==> config.mk <==
export PLATFORM = sky130hd
export DESIGN_NAME = ether_bus_bridge
export DESIGN_NICKNAME = d
export VERILOG_FILES = /design/src/rtl/ether_bus_bridge.sv
export SDC_FILE = /design/constraint.sdc
export NUM_CORES = 1
export LEC_CHECK = 0
export CAP_MARGIN = 20
export CORE_MARGIN = 3
export CORE_UTILIZATION = 58
export DETAILED_ROUTE_END_ITERATION = 6
export PLACE_DENSITY_LB_ADDON = 0.3
export RECOVER_POWER = 25
export SYNTH_ARGS = -nofsm -noshare
export SYNTH_HDL_FRONTEND = slang
export SYNTH_SLANG_ARGS = --single-unit
==> constraint.sdc <==
create_clock -name clk -period 7.9 [get_ports clk]
set_input_delay 1.58 -clock clk [delete_from_list [all_inputs] [get_ports clk]]
set_output_delay 1.58 -clock clk [all_outputs]
set_load 0.02 [all_outputs]
==> src/rtl/ether_bus_bridge.sv <==
// ether_bus_bridge: decodes an MSB-first dibit stream (ethclk domain) into
// up to MAX_WORDS {address, data} write transactions per frame and drives
// them onto the manta bus-input port. A partial word at frame end is a
// truncation error. Dibits beyond MAX_WORDS words are an overflow error.
// Both errors pulse err_o once and bump a saturating drop counter.
// Optional feature macro: ETHER_BUS_BRIDGE_AUTOINC_EN. When defined, only the
// first word of a frame carries an address, and later words carry data only.
// Their address is the previous address plus one.
module ether_bus_bridge #(
   parameter int ADDR_W     = 16,
   parameter int DATA_W     = 16,
   parameter int MAX_WORDS  = 4,
   parameter int DROP_CNT_W = 16
) (
   input  logic                             clk,
   input  logic                             rst,
   input  logic                             axiiv,
   input  logic [1:0]                       axiid,
   output logic [ADDR_W-1:0]                addr_o,
   output logic [DATA_W-1:0]                data_o,
   output logic                             rw_o,
   output logic                             valid_o,
   output logic [$clog2(MAX_WORDS+1)-1:0]   words_o,
   output logic                             err_o,
   output logic [DROP_CNT_W-1:0]            drop_cnt_o
);

   localparam int HALF_A  = ADDR_W / 2;
   localparam int HALF_D  = DATA_W / 2;
   localparam int HMAX    = (HALF_A > HALF_D) ? HALF_A : HALF_D;
   localparam int CNT_W   = $clog2(HMAX + 1);
   localparam int WORDS_W = $clog2(MAX_WORDS + 1);

   localparam logic [CNT_W-1:0]   A_LAST  = CNT_W'(HALF_A - 1);
   localparam logic [CNT_W-1:0]   D_LAST  = CNT_W'(HALF_D - 1);
   localparam logic [CNT_W-1:0]   CNT_ONE = CNT_W'(1);
   localparam logic [WORDS_W-1:0] W_LAST  = WORDS_W'(MAX_WORDS - 1);

   typedef enum logic [1:0] {IDLE, ADDR, DATA, DROP} state_t;

`ifdef ETHER_BUS_BRIDGE_AUTOINC_EN
   // later words in a burst are data-only
   localparam state_t AFTER_WORD = DATA;
`else
   localparam state_t AFTER_WORD = ADDR;
`endif

   state_t             state_q, state_d;
   logic [CNT_W-1:0]   cnt_q, cnt_d;
   logic               ovf_q, ovf_d;

   logic               shift_a, shift_d, emit, err_set, clr_words;
   logic [ADDR_W-1:0]  addr_sr;
   logic [DATA_W-1:0]  data_sr;

   // Saturating increment for the errored-frame counter.
   function automatic logic [DROP_CNT_W-1:0] sat_inc(input logic [DROP_CNT_W-1:0] v);
      return (&v) ? v : v + DROP_CNT_W'(1);
   endfunction

   // Left shift, with the new dibit entering the LSBs.
   function automatic logic [ADDR_W-1:0] push_a(input logic [ADDR_W-1:0] sr,
                                                input logic [1:0] d);
      return ADDR_W'({sr, d});
   endfunction

   function automatic logic [DATA_W-1:0] push_d(input logic [DATA_W-1:0] sr,
                                                input logic [1:0] d);
      return DATA_W'({sr, d});
   endfunction

   // FSM state, dibit counter and overflow flag registers
   always_ff @(posedge clk or posedge rst) begin
      if (rst) begin
         state_q <= IDLE;
         cnt_q   <= '0;
         ovf_q   <= 1'b0;
      end else begin
         state_q <= state_d;
         cnt_q   <= cnt_d;
         ovf_q   <= ovf_d;
      end
   end

   // Next-state decode and per-cycle datapath strobes
   always_comb begin
      state_d   = state_q;
      cnt_d     = cnt_q;
      ovf_d     = ovf_q;
      shift_a   = 1'b0;
      shift_d   = 1'b0;
      emit      = 1'b0;
      err_set   = 1'b0;
      clr_words = 1'b0;
      case (state_q)
         IDLE: begin
            if (axiiv) begin
               clr_words = 1'b1;
               shift_a   = 1'b1;
               ovf_d     = 1'b0;
               if (HALF_A == 1) begin
                  state_d = DATA;
                  cnt_d   = '0;
               end else begin
                  state_d = ADDR;
                  cnt_d   = CNT_ONE;
               end
            end
         end
         ADDR: begin
            if (axiiv) begin
               shift_a = 1'b1;
               if (cnt_q == A_LAST) begin
                  state_d = DATA;
                  cnt_d   = '0;
               end else begin
                  cnt_d = cnt_q + CNT_ONE;
               end
            end else begin
               // an empty address field means the frame ended on a word boundary
               state_d = IDLE;
               cnt_d   = '0;
               err_set = (cnt_q != '0);
            end
         end
         DATA: begin
            if (axiiv) begin
               shift_d = 1'b1;
               if (cnt_q == D_LAST) begin
                  emit  = 1'b1;
                  cnt_d = '0;
                  if (words_o == W_LAST) state_d = DROP;
                  else                   state_d = AFTER_WORD;
               end else begin
                  cnt_d = cnt_q + CNT_ONE;
               end
            end else begin
               state_d = IDLE;
               cnt_d   = '0;
`ifdef ETHER_BUS_BRIDGE_AUTOINC_EN
               // ending on a burst word boundary is clean
               err_set = (cnt_q != '0) || (words_o == '0);
`else
               err_set = 1'b1;
`endif
            end
         end
         DROP: begin
            if (axiiv) begin
               ovf_d = 1'b1;
            end else begin
               state_d = IDLE;
               err_set = ovf_q;
               ovf_d   = 1'b0;
            end
         end
         default: begin
            state_d = IDLE;
            cnt_d   = '0;
            ovf_d   = 1'b0;
         end
      endcase
   end

   // Shift registers, transaction outputs, word count and error counter
   always_ff @(posedge clk or posedge rst) begin
      if (rst) begin
         addr_sr    <= '0;
         data_sr    <= '0;
         addr_o     <= '0;
         data_o     <= '0;
         rw_o       <= 1'b0;
         valid_o    <= 1'b0;
         words_o    <= '0;
         err_o      <= 1'b0;
         drop_cnt_o <= '0;
      end else begin
         rw_o    <= 1'b1;
         valid_o <= emit;
         err_o   <= err_set;
         if (shift_a) addr_sr <= push_a(addr_sr, axiid);
         if (shift_d) data_sr <= push_d(data_sr, axiid);
         if (clr_words)  words_o <= '0;
         else if (emit)  words_o <= words_o + WORDS_W'(1);
         if (emit) begin
            data_o <= push_d(data_sr, axiid);
`ifdef ETHER_BUS_BRIDGE_AUTOINC_EN
            addr_o <= (words_o == '0) ? addr_sr : addr_o + ADDR_W'(1);
`else
            addr_o <= addr_sr;
`endif
         end
         if (err_set) drop_cnt_o <= sat_inc(drop_cnt_o);
      end
   end

endmodule

==> results of run 1 <==
==> critical path, cell delays in order <==
cell	delay, ns
clkdlybuf4s50_1	0.69
or3b_4	0.53
o32ai_4	0.33
o21a_2	0.29
mux2_1	0.33
==> worst paths after layout <==
check	to	depth (start not counted)
worst max-delay path	drop_cnt_o[1]	5
max in group asynchronous	data_sr[3]	4
worst min-delay path	data_o[15]	2
min in group asynchronous	rw_o	2
worst max register to register	drop_cnt_o[1]	6
worst min register to register	data_o[15]	2
==> layout by cell type (no fill, tap or decap), drive strengths merged, types with 3 or more instances in the layout <==
cell type	netlist	routed
nand2	104	104
dfrtp	91	91
clkdlybuf4s50	0	57
mux2	35	35
clkbuf	5	11
nand4	10	10
ha	10	10
nand3	9	9
xnor2	9	9
inv	10	9
nor2	7	7
a21oi	6	6
and3	5	5
clkinv	0	5
and2	4	4
o21ai	4	4
o31ai	3	3
nand2b	3	3
mux2i	3	3
==> area by class of cell <==
class                           instances  area share (%)
Clock buffer                           10            2.71
Clock inverter                          6            1.41
Inverter                               10           0.823
Multi-Input combinational cell        233            31.6
Sequential cell                        91            48.3
Tap cell                               77            2.04
Timing Repair Buffer                   61            13.1
==> flip-flops by register name (all words and copies together), names as in the netlist <==
register / flops
addr_o: 16
addr_sr: 16
data_o: 16
drop_cnt_o: 16
data_sr: 14
cnt_q: 4
words_o: 3
state_q: 2
err_o: 1
ovf_q: 1
rw_o: 1
valid_o: 1
==> cells by family after synthesis <==
family | Yosys count | synth area share (%)
muxes | 38 | 11.0
buffers and inverters | 23 | 2.68
other | 1 | 0.0969
adders and majority gates | 10 | 3.23
and+or+nand+nor | 148 | 16.9
xor gates and xnor gates | 11 | 2.49
AOI/OAI and AO/OA | 25 | 4.82
DFF | 91 | 58.9
==> metrics by stage <==
stage	setup WS [ns]	instances	area (um2)
2_1_floorplan	3.96	347	3870
3_3_place_gp	4.04	471	4500
3_5_place_dp	4.02	471	4500
4_1_cts	4.38	487	4690
5_1_grt	4.25	488	4710
6_report	4.37	488	4710
==> cell usage after synthesis (5+ instances only) <==
master / count
a21oi_1: 6
nand2_1: 104
mux2_2: 25
dfrtp_1: 91
inv_1: 9
ha_1: 10
nor2_1: 7
nand3_1: 9
and3_1: 5
xnor2_1: 9
nand4_1: 10
clkbuf_1: 5
mux2_1: 10
==> routing by layer <==
metal  vias up  global-route usage (%)  routed length [um]
li1       1278                       -                   -
met1      1288                    26.8                3200
met2        66                    34.2                3440
met3        13                    3.57                 254
met4         0                    7.67                 118
met5         -                       0                   0
==> where the power goes <==
group	internal [mW]	switching, mW	total (mW)
clock network	0.147	0.158	0.305
logic	0.168	0.164	0.332
registers	0.561	0.0807	0.642
==> impl_metrics.toml, run 1 <==
[drt]
drt_iter0_markers = 111
drt_wl_total_um = 7010
post-route-drc-count = 0
detail_route.wl_per_cell_um = 14.4
viasPerCell = 5.42
dr.pass1.iters = 4
vias = 2645
antenna_left = 0

[worst_setup_path]
reg2reg_slack_ns = 5.63
startpoint = "axiiv"
cp.arrival_ns = 3.75
crit_path_max_fanout = 16
r2r_start = "state_q[1]"
crit_required_ns = 8.12
start_kind = "input pin"
end_kind = "register"
path_class = "in2reg"

[layout]
layout-drive-gt1-share_pct = 11.7
finish.utilization_pct = 73.4
area_growth_pct = 21.8
multi_input_area_mm2 = 0.00149
antenna_cells = 0
seq_area_mm2 = 0.00228
nNetsFinal = 421
num-fill-cells = 467

[power_and_ir_drop]
p_leak_nw = 2.28
vdd_drop_max_uv = 174
p_per_area_mw_per_mm2 = 271
total_power_mw = 1.28

[clock_network]
cts_setup_buffers = 0
h-tree-depth = 3
cts_tree = "done"
cts-root-buf = "clkbuf_8"
cts_buffers = 9
cts.path.max_buffers = 2
worst_skew_pair.late_latency_ns = 0.34
post_cts_resized = 0
cts_sinks = 91
hold_buffers = 0
cts.clk_slew.worst_paths_ns = 0.08

[yosys]
avgSynthCellArea_um2 = 11.1
synth_cell_types = 39
synth_flop_cell = "dfrtp_1"
synthTopCellsByArea = "dfrtp_1 (59%), nand2_1 (10%), mux2_2 (7.3%)"
yosys_warnings = 0
syn_nets = 362
ys_ff_latch = 91
synth_top_area_share_pct = 58.9
synth_cells = 347
synth_edf_count = 0
synth_async_sr_flop_share_pct = 100
yosysSeqAreaShare_pct = 58.9
yosys.area.top_type = "dfrtp_1"
syn-cell-area_mm2 = 0.00387

[global_route]
grt_pass1_wl_um = 12400
grt_start_max_net_pins = 88
overflow = 0
grt_pass1_vias = 2724
track_usage_pct = 20.5
antenna_found_initial = 0

[timing]
maxSlewViolCount = 0
worst_pin_slew_ns = 1.41
setup_viol = 0
hold_ws_ns = 0.474
hold_viol = 0
rsz0062_at_grt = "false"
tns_ns = 0
max_slew_margin_pct = 6.32
fin_crit_ns = 3.53
fin_crit_sh_pct = 44.7
fin_skew_ns = 0.0107
clock.fmax_mhz = 283

[placement]
gp_congestion = 0.827
io_buffers = 58
place_hpwl_um = 4680

[floorplan]
core_mm2 = 0.00642
rows = 29
start_util_pct = 60.2
io_pins = 59
die_w_um = 87.7
die_h_um = 87.7
dieArea_mm2 = 0.00769

[flow_run]
maxCapViolCount = 0

[worst_hold_path]
min_path_type = "reg2reg"
worstHoldStart = "data_sr[13]"

[outcome]
status = "finished clean"
Note: power is estimated with default switching activity, not from simulation.
==> run 2, diff against run 1 <==
CORE_UTILIZATION = 53   (was 58)
clock period = 3.55 ns   (was 7.9 ns; I/O delays follow)
==> run 2 against run 1 <==
Effect of this change: the flow now finishes with violations (capacitance limit, slew limit); count of clock-buffer cells in the layout down 1; clock skew about the same; setup slack worse by 3.2 ns; combinational power up 120%; register-to-register slack worse by 4.3 ns; critical path type unchanged; largest power group unchanged.
==> impl_metrics.toml, run 2 (synthesis results as in run 1) <==
[power_and_ir_drop]
p_sw_mw = 0.887
p_per_area_mw_per_mm2 = 599
switching_share_pct = 31.3
p_leak_nw = 2.28
power_frac_clock_pct = 24.1
power_frac_comb_pct = 25.9
seqPwrFrac_pct = 50.0
internal_power_mw = 1.94
vdd_drop_max_uv = 359

[timing]
max_slew_margin_pct = -13.5
fin_skew_ns = 0.0103
rsz0062_at_grt = "false"
clock.fmax_mhz = 414
maxSlewViolCount = 39
hold_viol = 0
hold_ws_ns = 0.476
tns_ns = 0
fin_crit_ns = 2.42
worst_pin_slew_ns = 1.69
setup_viol = 0
fin_crit_sh_pct = 68.1

[worst_hold_path]
min_path_type = "reg2reg"

[placement]
gp_congestion = 0.799
io_buffers = 58
place_hpwl_um = 4870
placed_cell_area_mm2 = 0.00454

[global_route]
overflow = 0
grt_pass1_wl_um = 12300
grt_start_max_net_pins = 54
antenna_found_initial = 0
track_usage_pct = 18.2
grt_pass1_vias = 2558

[layout]
mostFrequentLayoutCells = "nand2_1 (104), dfrtp_1 (91), clkdlybuf4s50_1 (57), mux2_2 (25)"
nNetsFinal = 421
design_area_mm2 = 0.00473
mostFrequentLayoutCell = "nand2_1"
layout-drive-gt1-share_pct = 12.0
antenna_cells = 0
area_growth_pct = 22.2

[outcome]
violations = "capacitance limit, slew limit"
status = "complete, but fails checks"

[worst_setup_path]
crit_required_ns = 3.79
start_kind = "input pin"
crit_path_max_fanout = 16
end_kind = "register"
path_class = "in2reg"
cp.arrival_ns = 2.66

[clock_network]
h-tree-depth = 3
cts.path.max_buffers = 2
hold_buffers = 0
cts_tree = "done"
cts_buffers = 9
cts_sinks = 91
cts-root-buf = "clkbuf_8"
worst_skew_pair.late_latency_ns = 0.36
post_cts_resized = 0
cts_setup_buffers = 0
cts.clk_slew.worst_paths_ns = 0.09

[floorplan]
io_pins = 59
core_mm2 = 0.00694
die_h_um = 91.4
die_w_um = 91.4
start_util_pct = 55.7
rows = 30
dieArea_mm2 = 0.00836

[drt]
post-route-drc-count = 0
detail_route.wl_per_cell_um = 13.8
drt_wl_total_um = 7000
drt_iter0_markers = 115
viasPerCell = 5.18
antenna_left = 0
vias = 2622
dr.pass1.iters = 4

[flow_run]
maxCapViolCount = 1
-- run 2: layout make-up --
class                   count  area [um2]
flip-flops and latches     91        2280
fillers                   531        2220
multi-input cells         233        1490
repair buffers             61         616
clock buffers               9         124
well taps                  96         120
clock inverters             6        65.1
inverters                  10        38.8
-- run 2: stage by stage --
| step | setup WS, ns | power [mW] | utilization, % | std cells |
|---|---|---|---|---|
| 4_1_cts | 1.16 | 2.86 | 68.1 | 506 |
| 6_report | 1.13 | 2.83 | 68.1 | 506 |
| 3_3_place_gp | 0.814 | 2.14 | 65.4 | 491 |
| 3_5_place_dp | 0.780 | 2.18 | 65.4 | 491 |
| 2_1_floorplan | 0.476 | 1.96 | - | 347 |
| 5_1_grt | 0.963 | 3.00 | 68.1 | 506 |
-- run 2: critical path, cell delays in order --
cell,delay (ns)
clkdlybuf4s50_1,0.39
buf_4,0.19
or3b_4,0.42
o32ai_4,0.33
o21a_2,0.29
mux2_1,0.32
-- run 2: layer usage --
layer  GRT usage [%]  part of all wire (%)
met5               0                     0
met4            7.54                   1.6
met3            3.56                   4.6
met2            28.8                    48
met1            24.6                    46
-- run 2: power groups by stage --
stage	clock network [mW]	logic (mW)	registers, mW
final	0.683	0.733	1.42
after global routing	0.738	0.814	1.45
after CTS	0.696	0.745	1.42
after detailed placement	0	0.743	1.44
after global placement	0	0.708	1.43
after floorplan	0	0.517	1.44
-- run 2: path summary, 6_finish.rpt --
| check | from | end | slack [ns] | cells past startpoint |
|---|---|---|---|---|
| hold / removal | data_sr[12] | data_o[14] | 0.48 | 2 |
| setup / recovery | axiiv | drop_cnt_o[1] | 1.13 | 6 |
| max in group asynchronous | rst | data_o[15] | 1.46 | 3 |
| setup reg to reg | state_q[1] | drop_cnt_o[1] | 1.31 | 6 |
| min in group asynchronous | rst | drop_cnt_o[3] | 1.21 | 2 |
| hold reg to reg | data_sr[12] | data_o[14] | 0.48 | 2 |
==> run 3, diff against run 2 <==
clock period = 2.35 ns   (was 3.55 ns; I/O delays follow)
==> run 3 against run 2 <==
Effect of this change: the run now ends clean; clock skew down 0.0021 ns; sequential share of layout area down 0.45 points; sequential cell count unchanged; hold slack worse by 0.0093 ns; global-route usage up 0.16 points; setup slack worse by 0.91 ns; die area unchanged; count of clock-buffer cells in the layout up 1; critical path depth unchanged; final cell count up 1.6%; combinational power up 54%.
==> impl_metrics.toml, run 3 (synthesis results as in run 1) <==
[outcome]
status = "finished clean"

[worst_hold_path]
min_path_cells = 2
min_path_type = "reg2reg"

[timing]
clock.fmax_mhz = 470
tns_ns = 0
hold_ws_ns = 0.467
fin_skew_ns = 0.00823
fin_crit_sh_pct = 90.6
setup_ws_ns = 0.222
maxSlewViolCount = 0
hold_viol = 0
setup_viol = 0
max_slew_margin_pct = 27.2
fin_crit_ns = 2.13
worst_pin_slew_ns = 1.09
rsz0062_at_grt = "false"

[layout]
mostFrequentLayoutCells = "nand2_1 (104), dfrtp_1 (91), clkdlybuf4s50_1 (57), mux2_2 (25)"
mostFrequentLayoutCell = "nand2_1"
nNetsFinal = 428
area_growth_pct = 23.4
num-fill-cells = 563
design_area_mm2 = 0.00477
antenna_cells = 0
layout-drive-gt1-share_pct = 12.9
finish.utilization_pct = 68.7
finalNonFillerCells = 514

[placement]
dpl.cell_count = 498
placed_cell_area_mm2 = 0.00461
io_buffers = 58
gp_congestion = 0.820
place_hpwl_um = 5200
place_ws_ns = 0.103

[clock_network]
cts_tree = "done"
cts.clk_slew.worst_paths_ns = 0.08
cts-root-buf = "clkbuf_8"
worst_skew_pair.late_latency_ns = 0.35
h-tree-depth = 3
cts.path.max_buffers = 2
post_cts_resized = 0
cts_setup_buffers = 0
cts_buffers = 9
cts_sinks = 91
hold_buffers = 0

[drt]
dr.pass1.iters = 5
post-route-drc-count = 0
viasPerCell = 5.16
detail_route.wl_per_cell_um = 14.1
vias = 2654
antenna_left = 0
drt_iter0_markers = 115
drt_wl_total_um = 7240

[worst_setup_path]
path_class = "reg2reg"
start_kind = "register"
crit_required_ns = 2.58
end_kind = "register"
rr_worst_depth = 6
cp.arrival_ns = 2.36
crit_path_max_fanout = 8

[floorplan]
die_h_um = 91.4
rows = 30
core_mm2 = 0.00694
start_util_pct = 55.7
io_pins = 59
dieArea_mm2 = 0.00836
die_w_um = 91.4

[flow_run]
maxCapViolCount = 0

[global_route]
grt_start_max_net_pins = 33
overflow = 0
grt_pass1_vias = 2680
grt_pass1_wl_um = 12400
track_usage_pct = 18.4
antenna_found_initial = 0

[power_and_ir_drop]
vdd_drop_max_uv = 489
total_power_mw = 4.25
p_leak_nw = 2.31
p_per_area_mw_per_mm2 = 891
## run 3: cell count changes in the layout (fill, tap and decap cells not counted)
cell            before  now
clkinvlp_4           1    2
clkinv_2             2    1
clkinv_4             0    1
dlymetal6s2s_1       0    1
buf_4                2    6
clkbuf_1             0    2
bufinv_16            1    0
clkbuf_8             9   10
## run 3: final timing paths
| kind | start | endpoint | slack (ns) |
|---|---|---|---|
| setup / recovery | state_q[1] | drop_cnt_o[1] | 0.22 |
| setup reg to reg | state_q[1] | drop_cnt_o[1] | 0.22 |
| max in group asynchronous | rst | data_o[3] | 0.40 |
| min in group asynchronous | rst | addr_sr[2] | 0.58 |
| hold / removal | data_sr[13] | data_o[15] | 0.47 |
| hold reg to reg | data_sr[13] | data_o[15] | 0.47 |
## run 3: where the power goes
group | switching, mW | internal, mW | leakage (nW)
combinational | 0.560 | 0.570 | 1.01
sequential | 0.266 | 1.89 | 1.21
clock | 0.548 | 0.421 | 0.0893
## run 3: layout make-up
class | count | area (um2) | share of cell area (%)
sequential | 91 | 2280 | 47.7
multi-input combinational | 233 | 1490 | 31.2
timing repair buffer | 68 | 666 | 13.9
clock buffer | 10 | 138 | 2.88
tap | 96 | 120 | 2.52
clock inverter | 6 | 46.3 | 0.970
inverter | 10 | 38.8 | 0.813
## run 3: critical path, stage by stage (launching register included)
cell     delay, ns
dfrtp_1       0.40
inv_1         0.13
ha_1          0.26
or3b_4        0.42
o32ai_4       0.22
o21a_2        0.26
mux2_1        0.32
## run 3: layer usage
metal / share of wire [%] / routed length (um) / GRT usage, % / up-vias
met4: 0.43 / 31 / 5.28 / 0
li1: - / - / - / 1294
met2: 51 / 3720 / 31.2 / 54
met3: 4.3 / 310 / 5.05 / 2
met5: 0 / 0 / 0 / -
met1: 44 / 3180 / 22.9 / 1304
